[src/rtl/branch_resolve_queue.sv]
// In-order branch metadata FIFO: fetch enqueues, execute pops/compares (ED_* same cycle, MD_* one cycle later).
// No internal backpressure: full_o tells fetch to stall, enqueues into a full queue without a pop are dropped and flagged.
module branch_resolve_queue #(
  parameter int HIST_W = 7,
  parameter int DEPTH  = 8
) (
  input  logic              clk_i,
  input  logic              rst,
  input  logic              F_enq_valid_i,
  input  logic [HIST_W-1:0] F_PC_i,
  input  logic [HIST_W-1:0] F_global_history_i,
  input  logic              F_global_predict_i,
  input  logic              F_local_predict_i,
  input  logic              F_final_predict_i,
  output logic              full_o,
  output logic [$clog2(DEPTH):0] count_o,
  output logic              ovf_o,
  input  logic              E_resolve_valid_i,
  input  logic              E_actual_taken_i,
  input  logic              flush_i,
  output logic              E_mispredict_o,
  output logic              ED_train_valid_o,
  output logic [HIST_W-1:0] ED_train_global_history_o,
  output logic              ED_train_global_predict_o,
  output logic              ED_train_global_taken_o,
  output logic              MD_train_valid_o,
  output logic [HIST_W-1:0] MD_PC_o,
  output logic [HIST_W-1:0] MD_train_global_history_o,
  output logic              MD_train_predict_o,
  output logic              MD_train_taken_o,
  output logic              MD_train_global_predict_o,
  output logic              MD_train_local_predict_o,
  output logic              MD_train_global_taken_o,
  output logic              MD_train_local_taken_o
);
  localparam int PW = $clog2(DEPTH);
  localparam int CW = PW + 1;

  typedef struct packed {
    logic [HIST_W-1:0] pc;
    logic [HIST_W-1:0] hist;
    logic              gp;
    logic              lp;
    logic              fp;
  } entry_t;

  entry_t          mem_q [DEPTH];
  entry_t          mem_d [DEPTH];
  logic [PW-1:0]   head_q, head_d, tail_q, tail_d;
  logic [CW-1:0]   count_q, count_d;
  logic            ovf_q, ovf_d;

  logic              md_vld_q, md_vld_d;
  logic [HIST_W-1:0] md_pc_q, md_pc_d, md_hist_q, md_hist_d;
  logic              md_fp_q, md_fp_d, md_taken_q, md_taken_d;
  logic              md_gp_q, md_gp_d, md_lp_q, md_lp_d;
  logic              md_gtaken_q, md_gtaken_d, md_ltaken_q, md_ltaken_d;

  entry_t head;
  entry_t new_entry;
  logic   full, pop, mispredict, kill, enq_ok;

  assign head       = mem_q[head_q];
  assign full       = (count_q == CW'(DEPTH));
  assign pop        = E_resolve_valid_i & (count_q != '0);
  assign mispredict = pop & (head.fp != E_actual_taken_i);
  assign kill       = mispredict | flush_i;
  // A pop in the same cycle frees a slot, so a full queue can still accept.
  assign enq_ok     = F_enq_valid_i & (~full | pop) & ~kill;

  assign new_entry = '{pc: F_PC_i, hist: F_global_history_i, gp: F_global_predict_i,
                       lp: F_local_predict_i, fp: F_final_predict_i};

  always_comb begin
    mem_d   = mem_q;
    head_d  = head_q;
    tail_d  = tail_q;
    count_d = count_q + CW'(enq_ok) - CW'(pop);
    ovf_d   = ovf_q | (F_enq_valid_i & full & ~pop);
    if (enq_ok) begin
      mem_d[tail_q] = new_entry;
      tail_d        = tail_q + PW'(1);
    end
    if (pop) head_d = head_q + PW'(1);
    // Everything younger than the resolved head is wrong-path.
    if (kill) begin
      head_d  = tail_q;
      tail_d  = tail_q;
      count_d = '0;
    end
  end

  always_comb begin
    md_vld_d    = pop;
    md_pc_d     = md_pc_q;
    md_hist_d   = md_hist_q;
    md_fp_d     = md_fp_q;
    md_taken_d  = md_taken_q;
    md_gp_d     = md_gp_q;
    md_lp_d     = md_lp_q;
    md_gtaken_d = md_gtaken_q;
    md_ltaken_d = md_ltaken_q;
    if (pop) begin
      md_pc_d     = head.pc;
      md_hist_d   = head.hist;
      md_fp_d     = head.fp;
      md_taken_d  = (head.fp == E_actual_taken_i);
      md_gp_d     = head.gp;
      md_lp_d     = head.lp;
      md_gtaken_d = (head.gp == E_actual_taken_i);
      md_ltaken_d = (head.lp == E_actual_taken_i);
    end
  end

  always_ff @(posedge clk_i) begin
    mem_q <= mem_d;
  end

  always_ff @(posedge clk_i) begin
    if (rst) begin
      head_q      <= '0;
      tail_q      <= '0;
      count_q     <= '0;
      ovf_q       <= 1'b0;
      md_vld_q    <= 1'b0;
      md_pc_q     <= '0;
      md_hist_q   <= '0;
      md_fp_q     <= 1'b0;
      md_taken_q  <= 1'b0;
      md_gp_q     <= 1'b0;
      md_lp_q     <= 1'b0;
      md_gtaken_q <= 1'b0;
      md_ltaken_q <= 1'b0;
    end else begin
      head_q      <= head_d;
      tail_q      <= tail_d;
      count_q     <= count_d;
      ovf_q       <= ovf_d;
      md_vld_q    <= md_vld_d;
      md_pc_q     <= md_pc_d;
      md_hist_q   <= md_hist_d;
      md_fp_q     <= md_fp_d;
      md_taken_q  <= md_taken_d;
      md_gp_q     <= md_gp_d;
      md_lp_q     <= md_lp_d;
      md_gtaken_q <= md_gtaken_d;
      md_ltaken_q <= md_ltaken_d;
    end
  end

  assign full_o                    = full;
  assign count_o                   = count_q;
  assign ovf_o                     = ovf_q;
  assign E_mispredict_o            = mispredict;
  assign ED_train_valid_o          = pop;
  assign ED_train_global_history_o = pop ? head.hist : '0;
  assign ED_train_global_predict_o = pop & head.gp;
  assign ED_train_global_taken_o   = pop & (head.gp == E_actual_taken_i);

  assign MD_train_valid_o          = md_vld_q;
  assign MD_PC_o                   = md_pc_q;
  assign MD_train_global_history_o = md_hist_q;
  assign MD_train_predict_o        = md_fp_q;
  assign MD_train_taken_o          = md_taken_q;
  assign MD_train_global_predict_o = md_gp_q;
  assign MD_train_local_predict_o  = md_lp_q;
  assign MD_train_global_taken_o   = md_gtaken_q;
  assign MD_train_local_taken_o    = md_ltaken_q;
endmodule

[config.mk]
export PLATFORM = sky130hd
export DESIGN_NAME = branch_resolve_queue
export DESIGN_NICKNAME = d
export VERILOG_FILES = /design/src/rtl/branch_resolve_queue.sv
export SDC_FILE = /design/constraint.sdc
export NUM_CORES = 1
export LEC_CHECK = 0
export CAP_MARGIN = 20
export CELL_PAD_IN_SITES_DETAIL_PLACEMENT = 1
export CELL_PAD_IN_SITES_GLOBAL_PLACEMENT = 2
export CORE_AREA = 2 2 98 172
export DETAILED_ROUTE_END_ITERATION = 16
export DIE_AREA = 0 0 100 174
export PLACE_DENSITY_LB_ADDON = 0.15
export SLEW_MARGIN = 25
export SYNTH_ARGS = -nofsm -noshare
export SYNTH_HDL_FRONTEND = slang
export SYNTH_SLANG_ARGS = --single-unit
[constraint.sdc]
create_clock -name clk_i -period 4.55 [get_ports clk_i]
set_clock_uncertainty 0.15 [all_clocks]
set_input_delay 0.91 -clock clk_i [delete_from_list [all_inputs] [get_ports clk_i]]
set_output_delay 0.91 -clock clk_i [all_outputs]
set_load 0.03 [all_outputs]
==> impl_metrics.tcl <==
set metrics [dict create \
    power_density_mw_per_mm2 523.1 \
    crit_path_to "ED_train_global_taken_o" \
    rows 62 \
    synth_seq_area_share_pct 71.41 \
    r2r-end "count_o[1]$_SDFF_PP0_" \
    final_design_area_no_fill_mm2 0.008165 \
    max_slew_margin_pct 41.55 \
    grt_start_max_net_pins 29 \
    synthDistinctLibCells 36 \
    detail_route.wl_per_cell_um 21.53 \
    cts_buffers 17 \
    die_span_x_um 100 \
    cell_breakdown_of_the_critical_path "buf_4 -> mux4_2 -> mux2i_1 -> xnor2_1 -> nor2_1 -> clkdlybuf4s50_1" \
    maxUsedRoutingLayer "met4" \
    endpoint_kind "primary output" \
    detail-route-antenna-nets 0 \
    critical_path_class "register to primary output" \
    max_cap_viol_count 0 \
    ctsResizeCount 0 \
    worstSetupStartpointType "register" \
    post_route_cells_drive_above_1_share_pct 20.93 \
    synthTopCellsByArea "edfxtp_1 (62%), mux4_2 (11%), dfxtp_1 (9.7%), mux2i_1 (2.7%), nor2_1 (1.9%)" \
    drv_slew 0 \
    critPathRequiredTime_ns 3.49 \
    netlist_area_mm2 0.006616 \
    area.growth.synth_to_final_pct 23.41 \
    antenna_violations_before_repair 0 \
    clock_sink_count 168 \
    met2RoutedLength_um 7817 \
    maxClockFrequency_mhz 244.9 \
    period_needed_ns 4.084 \
    place.port_buffers 60 \
    yosys.area.top_type "edfxtp_1" \
    irDropWorstVdd_mv 0.2566 \
    tns_ns 0 \
    status "completed" \
    syn-num-nets 415 \
    detailed_place_hpwl_um 8898 \
    mean_syn_cell_area_um2 17.28 \
    reg2regPathDepth 12 \
    setup.reg_to_reg.worst_slack_ns 0.97 \
    num_vias 3648 \
    crit_path_start "head_q[0]$_SDFFE_PP0P_" \
    die-height_um 174 \
    met3_wirelength_um 395 \
    start_util_pct 41.00 \
    htree_num_levels 4 \
    globalRoute.totalOverflow 0 \
    routability_congestion 0.7210 \
    synth.yosys.warnings 0 \
    route.final.wire_length_um 14320 \
    post-synth-top-area-fraction_pct 61.72 \
    timing.final.crit_share_pct 89.75 \
    metal1_wirelength_um 5901 \
    timing.critical_path.slowest_stage_cell "clkdlybuf4s50_1" \
    ys_seq_elements 168 \
    worst_path_max_fanout 19 \
    grt_pass1_vias 3884 \
    totalPowerFinal_mw 4.271 \
    worstReg2RegStart "head_q[0]$_SDFFE_PP0P_" \
    drt_drc_violations_left 0 \
    place_area_mm2 0.007564 \
    clock_tree.root_cell "clkbuf_16" \
    worst-slew-pin-transition_ns 0.8741 \
    placeableCoreArea_mm2 0.01614 \
    rsz0062_at_grt "false" \
    hold_viol_final 0 \
    cts-hold-fix-buffers 0 \
    die_area_mm2 0.01740 \
    postSynthCellCount 383 \
    pre_cts_ws_ns 0.4715 \
    worst_case_setup_margin_in_the_final_layout_ns 0.4663 \
    worstHoldPathType "register to register" \
    layout.filler_cells 1544 \
    num_io_pins 61 \
    antenna_diode_instance_count 0 \
    clock_tree_from_tritoncts "done" \
    clk_transition_reported_paths_ns 0.07 \
    post_drt_via_cell_ratio 5.486 \
    worstSkewPairLatency_ns 0.43 \
    p_leak_nw 2.610 \
    grt_first_pass_wirelength_um 22360 \
    cp.arrival_ns 3.02 \
    cts_setup_buffers 0 \
    drt_first_iter_violations 164 \
    clock_tree.buffer_depth 2 \
    setup_viol 0 \
    crit_path_max_incr_delay_ns 0.68 \
    firstDrtPassIters 4 \
    final_net_count 492 \
    grtUsageTotal_pct 17.74 \
]
## layout make-up
type	instances	area, um2	share of cell area [%]
flip-flops and latches	168	4728	57.91
clock buffers	18	429.2	5.256
repair buffers	81	753.2	9.225
multi-input cells	183	1810	22.17
clock inverters	14	170.2	2.084
inverters	9	33.78	0.4137
well taps	192	240.2	2.942
## sequential cells by signal, indices dropped and copies added, names as in the netlist, 3 cells and up
register                   cells
mem_q                        136
MD_PC_o                        7
MD_train_global_history_o      7
count_o                        4
head_q                         3
tail_q                         3
## worst min path at each step
stage | from | to | slack, ns | depth (start not counted)
after global placement | ovf_o$_SDFF_PP0_ | ovf_o$_SDFF_PP0_ | 0.30 | 2
after floorplan | tail_q[1]$_SDFFE_PP0P_ | tail_q[1]$_SDFFE_PP0P_ | 0.36 | 2
final | MD_train_taken_o$_SDFFE_PP0N_ | MD_train_taken_o$_SDFFE_PP0N_ | 0.31 | 2
after CTS | MD_train_predict_o$_SDFFE_PP0N_ | MD_train_predict_o$_SDFFE_PP0N_ | 0.32 | 2
after global routing | MD_train_taken_o$_SDFFE_PP0N_ | MD_train_taken_o$_SDFFE_PP0N_ | 0.35 | 2
after detailed placement | MD_train_predict_o$_SDFFE_PP0N_ | MD_train_predict_o$_SDFFE_PP0N_ | 0.30 | 2
## layer usage
metal | GRT usage [%] | vias to the layer above
met5 | 0 | -
met4 | 6.906 | 0
met3 | 3.780 | 13
met2 | 30.80 | 68
met1 | 21.41 | 1920
li1 | - | 1647
## cell families after synthesis
family	count (synthesis)	share of synthesized area [%]
mux	54	14.33
buf+inv	32	1.985
simple gates	83	6.732
flops	168	71.41
compound gates	31	2.931
fa+ha+maj	9	1.816
xor+xnor	6	0.7942
## cell usage in the layout (no fill, tap or decap), types with 2 or more instances in the layout
master           instances
edfxtp_1               136
clkdlybuf4s50_1         58
nor2_1                  34
mux4_2                  32
dfxtp_1                 31
buf_4                   23
mux2i_1                 18
clkbuf_16               17
a21oi_1                 15
nand2_1                 12
a211oi_1                10
inv_1                    9
ha_1                     8
nor3_1                   5
xnor2_1                  5
nor4b_2                  4
nor4_2                   4
nor4b_1                  4
nor4_1                   4
inv_6                    4
nand2b_1                 3
nor3b_1                  3
clkinvlp_4               3
bufinv_16                3
mux2_2                   2
nor2b_1                  2
nand3b_1                 2
or3_1                    2
o31ai_1                  2
a31oi_1                  2
clkinv_2                 2
## metrics by stage
step                      hold WS, ns  std cells  util, %
after detailed placement       0.3048        633    46.88
after global routing           0.3497        665    50.60
after CTS                      0.3181        665    50.59
after global placement         0.2994        633    46.88
after floorplan                0.3604        383        -
final                          0.3143        665    50.60
## cell usage after synthesis (all sizes together)
| master | count |
|---|---|
| nand2 | 12 |
| a2111oi | 1 |
| buf | 8 |
| clkbuf | 15 |
| or3 | 2 |
| and2 | 1 |
| nor4b | 8 |
| mux2i | 19 |
| a211oi | 10 |
| fa | 1 |
| edfxtp | 136 |
| nor2 | 34 |
| and3 | 1 |
| nor3b | 3 |
| xor2 | 1 |
| a21o | 1 |
| nor3 | 5 |
| o31ai | 2 |
| nor2b | 2 |
| a31oi | 2 |
| inv | 9 |
| xnor2 | 5 |
| nor4 | 9 |
| ha | 8 |
| a21oi | 15 |
| mux4 | 32 |
| or4 | 1 |
| dfxtp | 32 |
| mux2 | 3 |
| nand2b | 3 |
| nand3b | 2 |
## power breakdown
part / switching, mW / total (mW) / leakage [nW] / internal (mW)
registers: 0.0670 / 1.83 / 1.49 / 1.76
clock network: 0.599 / 1.47 / 0.285 / 0.867
logic: 0.558 / 0.976 / 0.836 / 0.418
total: 1.22 / 4.27 / 2.61 / 3.05
## worst max-delay path, delay by kind of cell (launching register included)
family,cells,cell delay (ns)
AND/OR/NAND/NOR,1,0.09
flip-flops,1,0.55
multiplexers,2,0.79
buffers and inverters,2,1.02
XOR/XNOR,1,0.12
Note: power is estimated with default switching activity, not from simulation.
==> patch 1: new RTL, same flow settings <==
Change the parameter `HIST_W` from 7 to 6.
--- a/src/rtl/branch_resolve_queue.sv
+++ b/src/rtl/branch_resolve_queue.sv
@@ -2,5 +2,5 @@
 // No internal backpressure: full_o tells fetch to stall, enqueues into a full queue without a pop are dropped and flagged.
 module branch_resolve_queue #(
-  parameter int HIST_W = 7,
+  parameter int HIST_W = 6,
   parameter int DEPTH  = 8
 ) (
Interface: changed (5 resized); port bits go from 61 to 56. No check against the original RTL was run, so the function may have changed too.
==> patch 1 against the original RTL <==
  * Via count down 8.7%
  * Sequential share of layout area down 1.4 points
  * Worst setup slack worse by 20 ps
  * Sequential cell count down 18
  * Wire length down 7.5%
  * Global-route usage down 1.4 points
  * Area after synthesis down 10%
  * Utilization down 4.5 points
  * Design area down 8.9%
  * Count of clock-buffer cells in the layout down 1
  * Power down 7.6%
  * Critical path type unchanged
  * Critical endpoint is now ED_train_global_history_o[2]
==> patch 1: results (changes against the original RTL) <==
outcome:
  outcome: "complete, no violations"
cells_and_area:
  flip_flop_count_of_the_largest_register_after_layout: 120  # -12%
  fillCellCount: 1573  # +1.9%
  fin_nets: 453  # -7.9%
  proportion_of_layout_cells_with_a_drive_suffix_above_1_pct: 22.2  # +1.3 points
  stdcell_count: 628  # -5.6%
placed_design:
  place.detailed.hpwl_mm: 8.26  # -7.2%
  routabilityCongestion: 0.693  # -3.9%
  dp_slack_ps: 676  # +205 ps
  io_buffer_count: 55  # -8.3%
  place_area_um2: 6850  # -9.4%
  placed_cells_incl_taps: 596  # -5.8%
logic_synthesis:
  synthTopCellsByArea: "edfxtp_1, mux4_2, dfxtp_1"
  mappedNetlistNets: 379  # -8.7%
  synth_sequential_area_ratio_pct: 70.6  # -0.77 points
  syn-mean-instance-area_um2: 17.1  # -1.3%
  netlist-cell-type-count: 40  # +11%
  number_of_synthesized_flops_with_an_enable_pin: 120  # -12%
  synth.cells.most_frequent: "edfxtp_1, nor2_1, dfxtp_1, mux4_2, mux2i_1"
global_route:
  groute.usage.overall_pct: 16.3  # -1.4 points
  number_of_global_route_vias_before_repair: 3551  # -8.6%
  grt_pass1_wl_mm: 20.9  # -6.3%
  grt_max_degree: 26  # -10%
  grt_antenna_before_repair: 0  # unchanged
worst_setup_path:
  crit_path_top_delay_cell: "dfxtp_2"
  worst-endpoint-arrival_ps: 3040  # +20 ps
  cp_max_fo: 21  # +2
  maximum_single_stage_delay_on_the_critical_path_ps: 750  # +70 ps
  ff2ff_setup_slack_ps: 860  # -110 ps
  critPathCapture: "ED_train_global_history_o[2]"
  r2r-end: "count_o[2]$_SDFF_PP0_"
detailed_routing:
  num_vias: 3330  # -8.7%
  detailroute.wirelength.met3_um: 271  # -31%
  met2_length_mm: 7.27  # -7.1%
  first_iter_violations: 138  # -16%
  route.layer.met1.wl_mm: 5.49  # -7.0%
  routedWlPerCell_um: 21.1  # -2.1%
clock_network:
  htreeDepth: 4  # unchanged
  cts_setup_buffers: 0  # unchanged
sta:
  worst_pin_slew_ps: 851  # -23.1 ps
  timing.final.ws_setup_ps: 446  # -20.1 ps
  smallest_hold_slack_ps: 311  # -3.49 ps
pwr:
  vdd_drop_max_uv: 268  # +4.3%
  power.leakage_nw: 2.41  # -7.5%
worst_hold_path:
  hold-path-endpoint: "MD_train_predict_o$_SDFFE_PP0N_"
  worst_hold_startpoint: "MD_train_predict_o$_SDFFE_PP0N_"
patch 1: cell types whose count changed in the layout (fill, tap and decap cells not counted), sizes merged, moves of 3 or more:
cell / delta
buf: -3
nor3: -3
mux2i: -3
nor4: +4
mux4: -4
clkdlybuf4s50: -4
inv: +7
nor4b: -6
edfxtp: -16
patch 1: critical path, delay by kind of cell (launching register included):
kind | cells | cell delay, ps
DFF | 1 | 750
and+or+nand+nor | 1 | 90
buffers and inverters | 2 | 1040
muxes | 2 | 740
patch 1: metal layers:
layer | global-route usage, % | up-vias
met1 | 19.5 | 1746
met3 | 2.69 | 13
li1 | - | 1510
met2 | 28.7 | 61
met5 | 0 | -
met4 | 6.74 | 0
patch 1: kinds of logic (layout without fill, tap and decap cells):
group                    count (synthesis)  in the layout  synth area share (%)
buffers and inverters                   31            118                  2.12
multiplexers                            48             48                  14.0
adder cells (fa/ha/maj)                  9              9                  2.02
XOR/XNOR                                 7              7                  1.16
AND/OR/NAND/NOR                         72             72                  6.31
AO/OA/AOI/OAI                           32             32                  3.72
flip-flops                             150            150                  70.6
patch 1: cell type report:
class / count / area [um^2] / area share, %
tap: 192 / 240 / 3.23
sequential: 150 / 4210 / 56.5
clock inverter: 15 / 161 / 2.17
inverter: 12 / 45.0 / 0.605
timing repair buffer: 74 / 691 / 9.28
multi-input combinational: 168 / 1670 / 22.5
clock buffer: 17 / 425 / 5.72
patch 1: where the power goes:
part | internal, mW | switching (mW) | total (mW)
Combinational | 0.388 | 0.516 | 0.905
Sequential | 1.57 | 0.0709 | 1.65
Clock | 0.778 | 0.616 | 1.39
Total | 2.74 | 1.20 | 3.94
==> patch 2: new RTL, same flow settings <==
Without the edit above. Reset style: asynchronous (`rst`), changed in one clocked block.
--- a/src/rtl/branch_resolve_queue.sv
+++ b/src/rtl/branch_resolve_queue.sv
@@ -117,5 +117,5 @@
   end
 
-  always_ff @(posedge clk_i) begin
+  always_ff @(posedge clk_i or posedge rst) begin
     if (rst) begin
       head_q      <= '0;
Behaviour: differs if rst is asserted again (counterexample within 4 cycles, from zero or initial values and one cycle with rst high); with rst held inactive, the same outputs for 4 cycles.
==> patch 2 against the original RTL <==
  * Via count shrank 5.5%
  * Sequential cell count is the same
  * Worst setup slack gained 32 ps
  * Wire length grew 0.36%
  * Non-clock buffer count is the same
  * Design area grew 0.23%
  * First-iteration DRC count shrank 15%
  * Area after synthesis grew 0.83%
  * Synthesized cell count shrank 7.0%
  * Hold slack gained 12 ps
  * Power grew 25%
==> patch 2: results (changes against the original RTL) <==
cells_and_area:
  seq_cells: 168  # unchanged
  multi_input_gates: 160  # -13%
  fin_nets: 472  # -4.1%
  registers.top_by_ff_count: "mem_q"
  fillCellCount: 1533  # -0.71%
  num_antenna_cells: 0  # unchanged
  stdcell_count: 645  # -3.0%
  area_share_nonclk_buffers_pct: 9.26  # +0.040 points
  nonClockInverterCount: 12  # +3
  clock_cell_area_share_pct: 6.85  # -0.49 points
  clockBufferCount: 19  # +1
  layout.area.seq_um2: 4890  # +3.3%
  share_of_the_final_layout_cell_area_in_multi_input_gates_pct: 20.7  # -1.5 points
  proportion_of_layout_cells_with_a_drive_suffix_above_1_pct: 21.0  # +0.041 points
placed_design:
  place.detailed.hpwl_mm: 9.03  # +1.5%
  placed_cells_incl_taps: 613  # -3.2%
  io_buffer_count: 60  # unchanged
  dp_slack_ps: 548  # +76.9 ps
  routabilityCongestion: 0.714  # -0.94%
  place_area_um2: 7620  # +0.79%
global_route:
  grt_antenna_before_repair: 0  # unchanged
  grt_max_degree: 42  # +45%
  groute.usage.overall_pct: 17.8  # +0.088 points
  met3_track_usage_gr_pct: 4.18  # +0.40 points
  gr-usage-met1_pct: 21.4  # -0.053 points
  grt_pass1_wl_mm: 22.2  # -0.83%
  number_of_global_route_vias_before_repair: 3721  # -4.2%
  grtUsageMet2_pct: 31.3  # +0.45 points
outcome:
  outcome: "complete, no violations"
logic_synthesis:
  complex_gate_fraction_of_the_synthesized_area_pct: 2.74  # -0.19 points
  synthesis_warning_total: 0  # unchanged
  synth-xor-area-share_pct: 1.05  # +0.26 points
  synthArstFlopShare_pct: 19.0  # +19 points
  netlist-cell-type-count: 40  # +11%
  synth_sequential_area_ratio_pct: 73.2  # +1.8 points
  synth_cells: 356  # -7.0%
  mappedNetlistNets: 388  # -6.5%
  synth.mux.area_fraction_pct: 14.4  # +0.032 points
  synth.cells.most_frequent: "edfxtp_1, dfrtp_1, mux4_2, nor2_1, nand2_1"
  synth-adder-area-share_pct: 1.80  # -0.015 points
  syn-mean-instance-area_um2: 18.7  # +8.5%
  synthTopCellsByArea: "edfxtp_1, dfrtp_1, mux4_2"
detailed_routing:
  first_iter_violations: 139  # -15%
  wl_mm: 14.4  # +0.36%
  firstDrtPassIters: 4  # unchanged
  post_drt_via_cell_ratio: 5.34  # -2.6%
  route.layer.met1.wl_mm: 5.72  # -3.1%
  met2_length_mm: 7.95  # +1.7%
pwr:
  power_per_cell_area_nw_per_um2: 652  # +25%
  vdd_drop_max_uv: 325  # +27%
  power.leakage_nw: 2.92  # +12%
worst_setup_path:
  worst-endpoint-arrival_ps: 2990  # -30 ps
  cp_max_fo: 8  # -11
clock_network:
  cts.reportedPaths.clkPinSlew_ps: 60
  cts_setup_buffers: 0  # unchanged
  cts_buffers: 17  # unchanged
sta:
  worst_pin_slew_ps: 672  # -202 ps
[patch 2: cell types whose count changed after synthesis, moves of 3 or more]
| cell | before | now |
|---|---|---|
| a211oi_1 | 10 | 0 |
| a21o_1 | 1 | 11 |
| a21oi_1 | 15 | 1 |
| clkbuf_1 | 15 | 9 |
| dfrtp_1 | 0 | 32 |
| dfxtp_1 | 32 | 0 |
| nand2_1 | 12 | 18 |
| nor2_1 | 34 | 20 |
| nor3_1 | 5 | 2 |
| nor4_1 | 8 | 0 |
| nor4b_1 | 8 | 0 |
| o21ai_0 | 0 | 12 |
[patch 2: worst max-delay path, stage by stage (launching register included)]
cell and delay, ps:
dfrtp_2 480, mux2i_1 160, and3_4 200, nor4_4 530, mux2i_4 460, clkdlybuf4s50_1 740
[patch 2: path summary, 6_finish.rpt]
| path | startpoint | to | slack [ps] | cells past startpoint |
|---|---|---|---|---|
| setup / recovery | head_q[0]$_DFFE_PP0P_ | E_mispredict_o | 500 | 5 |
| min in group asynchronous | rst | MD_train_local_taken_o$_DFFE_PP0N_ | 740 | 2 |
| max in group asynchronous | rst | head_q[0]$_DFFE_PP0P_ | 2710 | 3 |
| hold reg to reg | MD_train_global_taken_o$_DFFE_PP0N_ | MD_train_global_taken_o$_DFFE_PP0N_ | 330 | 1 |
| setup reg to reg | head_q[0]$_DFFE_PP0P_ | count_o[2]$_DFF_PP0_ | 1140 | 12 |
| hold / removal | MD_train_global_taken_o$_DFFE_PP0N_ | MD_train_global_taken_o$_DFFE_PP0N_ | 330 | 1 |
[patch 2: where the power goes]
part	total [mW]	switching, mW	internal [mW]
Clock	1.36	0.590	0.773
Sequential	2.06	0.159	1.90
Combinational	1.92	1.06	0.858
